[src/rtl/m_axi_weight_loader.sv]
// AXI4-Lite write-only initiator: splits each 72-bit kernel into three 24-bit words at BASE_ADDR+0x0/0x4/0x8.
// Optional WL_EOB_WRITE_EN: a kernel flagged in_last gets a fourth write of 0 to BASE_ADDR+0xC.
module m_axi_weight_loader #(
  parameter logic [31:0] BASE_ADDR = 32'h43C0_0000,
  parameter int          CNT_W     = 16
) (
  input  logic             clk,
  input  logic             rstn,
  input  logic             in_valid,
  output logic             in_ready,
  input  logic [71:0]      in_data,
  input  logic             in_last,
  output logic [31:0]      m_axi_awaddr,
  output logic [2:0]       m_axi_awprot,
  output logic             m_axi_awvalid,
  input  logic             m_axi_awready,
  output logic [31:0]      m_axi_wdata,
  output logic [3:0]       m_axi_wstrb,
  output logic             m_axi_wvalid,
  input  logic             m_axi_wready,
  input  logic [1:0]       m_axi_bresp,
  input  logic             m_axi_bvalid,
  output logic             m_axi_bready,
  output logic             busy,
  output logic [CNT_W-1:0] kernel_cnt,
  output logic [CNT_W-1:0] err_cnt,
  output logic             err
);
  typedef enum logic [1:0] {IDLE, ISSUE, WAIT_B} state_t;

  state_t      state, state_nxt;
  logic [71:0] kern_q;
  logic [1:0]  idx, idx_nxt;
  logic        aw_done, w_done, rdy_q;
  logic        aw_hs, w_hs, b_hs, issue_done, more;

  assign aw_hs      = m_axi_awvalid & m_axi_awready;
  assign w_hs       = m_axi_wvalid & m_axi_wready;
  assign b_hs       = m_axi_bvalid & m_axi_bready;
  assign issue_done = (aw_done | aw_hs) & (w_done | w_hs);
  assign idx_nxt    = idx + 2'd1;

`ifdef WL_EOB_WRITE_EN
  logic last_q;
  // idx 3 is the end-of-batch clear word, only reached for in_last kernels
  assign more = (idx != 2'd3) & ((idx != 2'd2) | last_q);
`else
  logic unused_in_last;
  assign unused_in_last = in_last;
  assign more = (idx != 2'd2);
`endif

  assign in_ready     = rdy_q;
  assign busy         = (state != IDLE);
  assign m_axi_awprot = 3'b000;
  assign m_axi_wstrb  = 4'b1111;

  function automatic logic [23:0] chunk(input logic [71:0] k, input logic [1:0] i);
    case (i)
      2'd0:    chunk = k[71:48];
      2'd1:    chunk = k[47:24];
      2'd2:    chunk = k[23:0];
      default: chunk = 24'd0;
    endcase
  endfunction

  always_comb begin
    state_nxt = state;
    case (state)
      IDLE:    if (in_valid && rdy_q) state_nxt = ISSUE;
      ISSUE:   if (issue_done) state_nxt = WAIT_B;
      WAIT_B:  if (b_hs) state_nxt = more ? ISSUE : IDLE;
      default: state_nxt = IDLE;
    endcase
  end

  always_ff @(posedge clk or negedge rstn) begin
    if (!rstn) begin
      state         <= IDLE;
      rdy_q         <= 1'b0;
      kern_q        <= '0;
      idx           <= '0;
      aw_done       <= 1'b0;
      w_done        <= 1'b0;
      m_axi_awaddr  <= '0;
      m_axi_wdata   <= '0;
      m_axi_awvalid <= 1'b0;
      m_axi_wvalid  <= 1'b0;
      m_axi_bready  <= 1'b0;
      kernel_cnt    <= '0;
      err_cnt       <= '0;
      err           <= 1'b0;
`ifdef WL_EOB_WRITE_EN
      last_q        <= 1'b0;
`endif
    end else begin
      state <= state_nxt;
      rdy_q <= (state_nxt == IDLE);
      if (aw_hs) m_axi_awvalid <= 1'b0;
      if (w_hs)  m_axi_wvalid  <= 1'b0;
      case (state)
        IDLE: if (in_valid && rdy_q) begin
          kern_q        <= in_data;
`ifdef WL_EOB_WRITE_EN
          last_q        <= in_last;
`endif
          idx           <= 2'd0;
          m_axi_awaddr  <= BASE_ADDR;
          m_axi_wdata   <= {8'h00, in_data[71:48]};
          m_axi_awvalid <= 1'b1;
          m_axi_wvalid  <= 1'b1;
          aw_done       <= 1'b0;
          w_done        <= 1'b0;
        end
        ISSUE: begin
          if (aw_hs) aw_done <= 1'b1;
          if (w_hs)  w_done  <= 1'b1;
          if (issue_done) m_axi_bready <= 1'b1;
        end
        WAIT_B: if (b_hs) begin
          m_axi_bready <= 1'b0;
          if (|m_axi_bresp) begin
            err <= 1'b1;
            if (~&err_cnt) err_cnt <= err_cnt + CNT_W'(1);
          end
          // an error response does not abort the kernel
          if (more) begin
            idx           <= idx_nxt;
            m_axi_awaddr  <= BASE_ADDR + {28'd0, idx_nxt, 2'b00};
            m_axi_wdata   <= {8'h00, chunk(kern_q, idx_nxt)};
            m_axi_awvalid <= 1'b1;
            m_axi_wvalid  <= 1'b1;
            aw_done       <= 1'b0;
            w_done        <= 1'b0;
          end else begin
            kernel_cnt <= kernel_cnt + CNT_W'(1);
          end
        end
        default: ;
      endcase
    end
  end
endmodule

[config.mk]
export PLATFORM = sky130hd
export DESIGN_NAME = m_axi_weight_loader
export DESIGN_NICKNAME = d
export VERILOG_FILES = /design/src/rtl/m_axi_weight_loader.sv
export SDC_FILE = /design/constraint.sdc
export NUM_CORES = 1
export LEC_CHECK = 0
export CELL_PAD_IN_SITES_DETAIL_PLACEMENT = 1
export CELL_PAD_IN_SITES_GLOBAL_PLACEMENT = 1
export CORE_MARGIN = 2
export CORE_UTILIZATION = 40
export DETAILED_ROUTE_END_ITERATION = 10
export GPL_TIMING_DRIVEN = 0
export HOLD_SLACK_MARGIN = 0.06
export PLACE_DENSITY_LB_ADDON = 0.15
export SLEW_MARGIN = 0
export SYNTH_ARGS = -nofsm -noshare
export SYNTH_HDL_FRONTEND = slang
export SYNTH_SLANG_ARGS = --single-unit
[constraint.sdc]
create_clock -name clk -period 3.7 [get_ports clk]
set_input_delay 0.74 -clock clk [delete_from_list [all_inputs] [get_ports clk]]
set_output_delay 0.74 -clock clk [all_outputs]
set_load 0.1 [all_outputs]
==> summary.md <==
| Metric | Value |
|---|---|
| Wire length per cell | `18.3 microns` |
| Inst Count DP | `952` |
| #FFs+latches synth | `140` |
| Filler cell count | `1746` |
| Worst Clk Skew | `0.00934 ns` |
| Io pins | `190` |
| TritonCTS buffer count | `17` |
| Syn-to-layout area delta | `38.6%` |
| # setup viols final | `0` |
| Critical path class | `reg -> out` |
| Drt drc | `0` |
| Pre-CTS setup slack | `0.837 ns` |
| Worst hold path class | `in -> async` |
| Period utilization | `0.766` |
| Final Hold Viols | `0` |
| Max stage delay on crit path | `1.19 ns` |
| Starting Density | `0.405` |
| Syn_area_per_cell | `11.6 sq um` |
| RSZ-0062 raised after global routing | `no` |
| Worst path bufs/invs | `1` |
| Placer Congestion | `0.818` |
| # diodes | `0` |
| Htree depth | `4` |
| Final core occ | `0.562` |
| Root Buffer | `clkbuf_16` |
| Post-Syn Instances | `549` |
| Post-route minimum period | `2.83 ns` |
| TNS Setup | `0 ns` |
| Layout Nets | `843` |
| Top_reg_cell synth | `dfrtp_1` |
| Met2 usage | `0.379` |
| Vias in the first global route | `5473` |
| Antenna-violating nets left | `0` |
| Initial drt markers | `278` |
| Post-route cell area | `8860 sq um` |
| Peak supply drop | `736 uV` |
| Placed inst area | `8310 sq um` |
| DRT Wirelength | `18000 microns` |
| Die area | `17000 sq um` |
| Startpoint types | `flop` |
| Initial antenna violation count | `0` |
| Setup Fix Bufs, Post-CTS | `0` |
| First-pass GRT wire length | `28900 microns` |
| Busiest layer in global routing | `met2` |
| Result of the run | `finished clean` |
| Lkg Pwr | `3.87 nW` |
| Port Buffers | `148` |
| Warnings, synthesis | `0` |
| Slew @ Worst Pin | `1.03 ns` |
| Power Density | `838 nW/um^2` |
| Total number of vias | `5021` |
| Fin Hold WS | `0.250 ns` |
| Global routing usage on met1 | `0.276` |
| CP max-delay cell | `clkdlybuf4s50_1` |
| Standard-cell rows | `46` |
| CP top delay family | `buffers and inverters` |
| Register area share after synthesis | `0.548` |
| Ys async rst share | `1.00` |
| Rel. slew slack | `0.309` |
| Drt pass-1 iters | `8` |
| Routing usage on met3 | `0.0550` |
| Max clock buf depth | `2` |
| Largest net degree at the start of global routing | `96` |
| Hpwl dp | `12800 microns` |
| Core Region | `15800 sq um` |
| Hold_buf cts | `0` |
| Final Power | `7.42 mW` |
| Final worst setup slack | `0.867 ns` |
| DIE WIDTH | `130 microns` |
| Post-synth EDFFs | `0` |
| Reg clk slew, reported paths | `0.06 ns` |
| Vias/cell | `5.10` |
| Area occupied by multi-input gates | `2550 sq um` |
| Post-CTS sizing | `0` |
| F_max | `0.353 GHz` |
| Clock Latency Late Sink | `0.41 ns` |
| CTS sink cnt | `140` |
| Worst Path Arrival | `2.09 ns` |
| Mapped cell area | `6390 sq um` |
| Slew Viols, Final | `0` |
| Critical path, cell by cell | `clkdlybuf4s50_1` |
| Worst Setup End Kind | `output port` |
| Grt ovf | `0` |
| CP max FO | `7` |
| Fin cells | `984` |
| Gr usage total | `0.222` |
| Yosys cell types | `31` |
| Chip height | `130 microns` |
| TritonCTS clock tree | `built` |
| Max Cap Viol | `0` |
| Critical Path RT | `2.96 ns` |
| Layout cells sized above 1 | `0.215` |
| FF/Latch Area | `3500 sq um` |
## state kept, by name (all words and copies together), names as in the netlist, 2 cells and up
| register | count |
|---|---|
| state | 2 |
| kern_q | 72 |
| m_axi_wdata | 24 |
| err_cnt | 16 |
| kernel_cnt | 16 |
| m_axi_awaddr | 2 |
## kinds of logic (layout without fill, tap and decap cells)
kind of cell	after synthesis	after routing	synth area share
simple gates	124	124	0.0956
compound gates	93	93	0.0936
fa+ha+maj	7	7	0.0137
other cells	2	40	0.00118
xor+xnor	30	30	0.0411
mux	75	75	0.132
flops	140	140	0.548
buf+inv	78	259	0.0744
## layout by cell type, fill, tap and decap left out, drive strengths merged
| cell | count |
|---|---|
| and4b | 1 |
| a222oi | 24 |
| nand4 | 9 |
| nor2b | 1 |
| nor4 | 1 |
| mux2 | 75 |
| nand3 | 11 |
| a31oi | 2 |
| nor2 | 12 |
| inv | 6 |
| nand2b | 3 |
| a22o | 1 |
| dfrtp | 140 |
| or3 | 1 |
| xor2 | 12 |
| nand2 | 45 |
| conb | 40 |
| or3b | 1 |
| clkdlybuf4s50 | 147 |
| and3 | 8 |
| ha | 7 |
| clkbuf | 43 |
| xnor2 | 18 |
| nor3 | 30 |
| o21ai | 33 |
| clkinvlp | 1 |
| clkinv | 6 |
| a22oi | 1 |
| buf | 56 |
| or2 | 1 |
| a21oi | 32 |
## routing by layer
layer / vias to the layer above / part of all wire
li1: 2296 / -
met1: 2558 / 0.42
met2: 143 / 0.51
met3: 24 / 0.054
met4: 0 / 0.017
met5: - / 0
## power breakdown
| group | switching, mW | leakage [nW] | internal, mW | total [mW] |
|---|---|---|---|---|
| registers | 0.361 | 1.75 | 2.12 | 2.48 |
| logic | 2.24 | 1.85 | 1.12 | 3.36 |
| clock network | 0.632 | 0.273 | 0.940 | 1.57 |
## path summary, 6_finish.rpt
| path | to | from | cells after the start | slack [ns] |
|---|---|---|---|---|
| worst min-delay path | kern_q[34] | rstn | 1 | 0.25 |
| worst max register to register | m_axi_wdata[4] | idx[0] | 6 | 1.31 |
| worst min register to register | m_axi_wdata[21] | m_axi_wdata[21] | 2 | 0.48 |
| worst max-delay path | err_cnt[7] | err_cnt[7] | 1 | 0.87 |
| min in group clk | m_axi_wdata[21] | m_axi_wdata[21] | 2 | 0.48 |
| max in group asynchronous | aw_done | rstn | 2 | 2.61 |
## synth_stat cells (2+ instances only)
master	instances	area [sq um]
a222oi_1	24	240
buf_2	8	40.0
xnor2_1	18	158
mux2_2	75	845
a21oi_1	32	160
clkbuf_1	18	67.6
nand4_1	9	56.3
nor2_1	12	45.0
buf_4	46	345
and3_1	8	50.1
inv_1	6	22.5
nand2_1	45	169
a31oi_1	2	12.5
ha_1	7	87.6
nor3_1	29	145
o21ai_0	32	160
dfrtp_1	140	3500
nand3_1	11	55.1
xor2_1	12	105
nand2b_1	3	18.8
conb_1	2	7.51
## area by class of cell
class | count | share of cell area
Buffer | 72 | 0.0511
Clock buffer | 25 | 0.0571
Clock inverter | 7 | 0.00424
Inverter | 6 | 0.00254
Multi-Input combinational cell | 369 | 0.288
Sequential cell | 140 | 0.396
Tap cell | 216 | 0.0305
Timing Repair Buffer | 149 | 0.171
(Power assumes the default switching activity.)
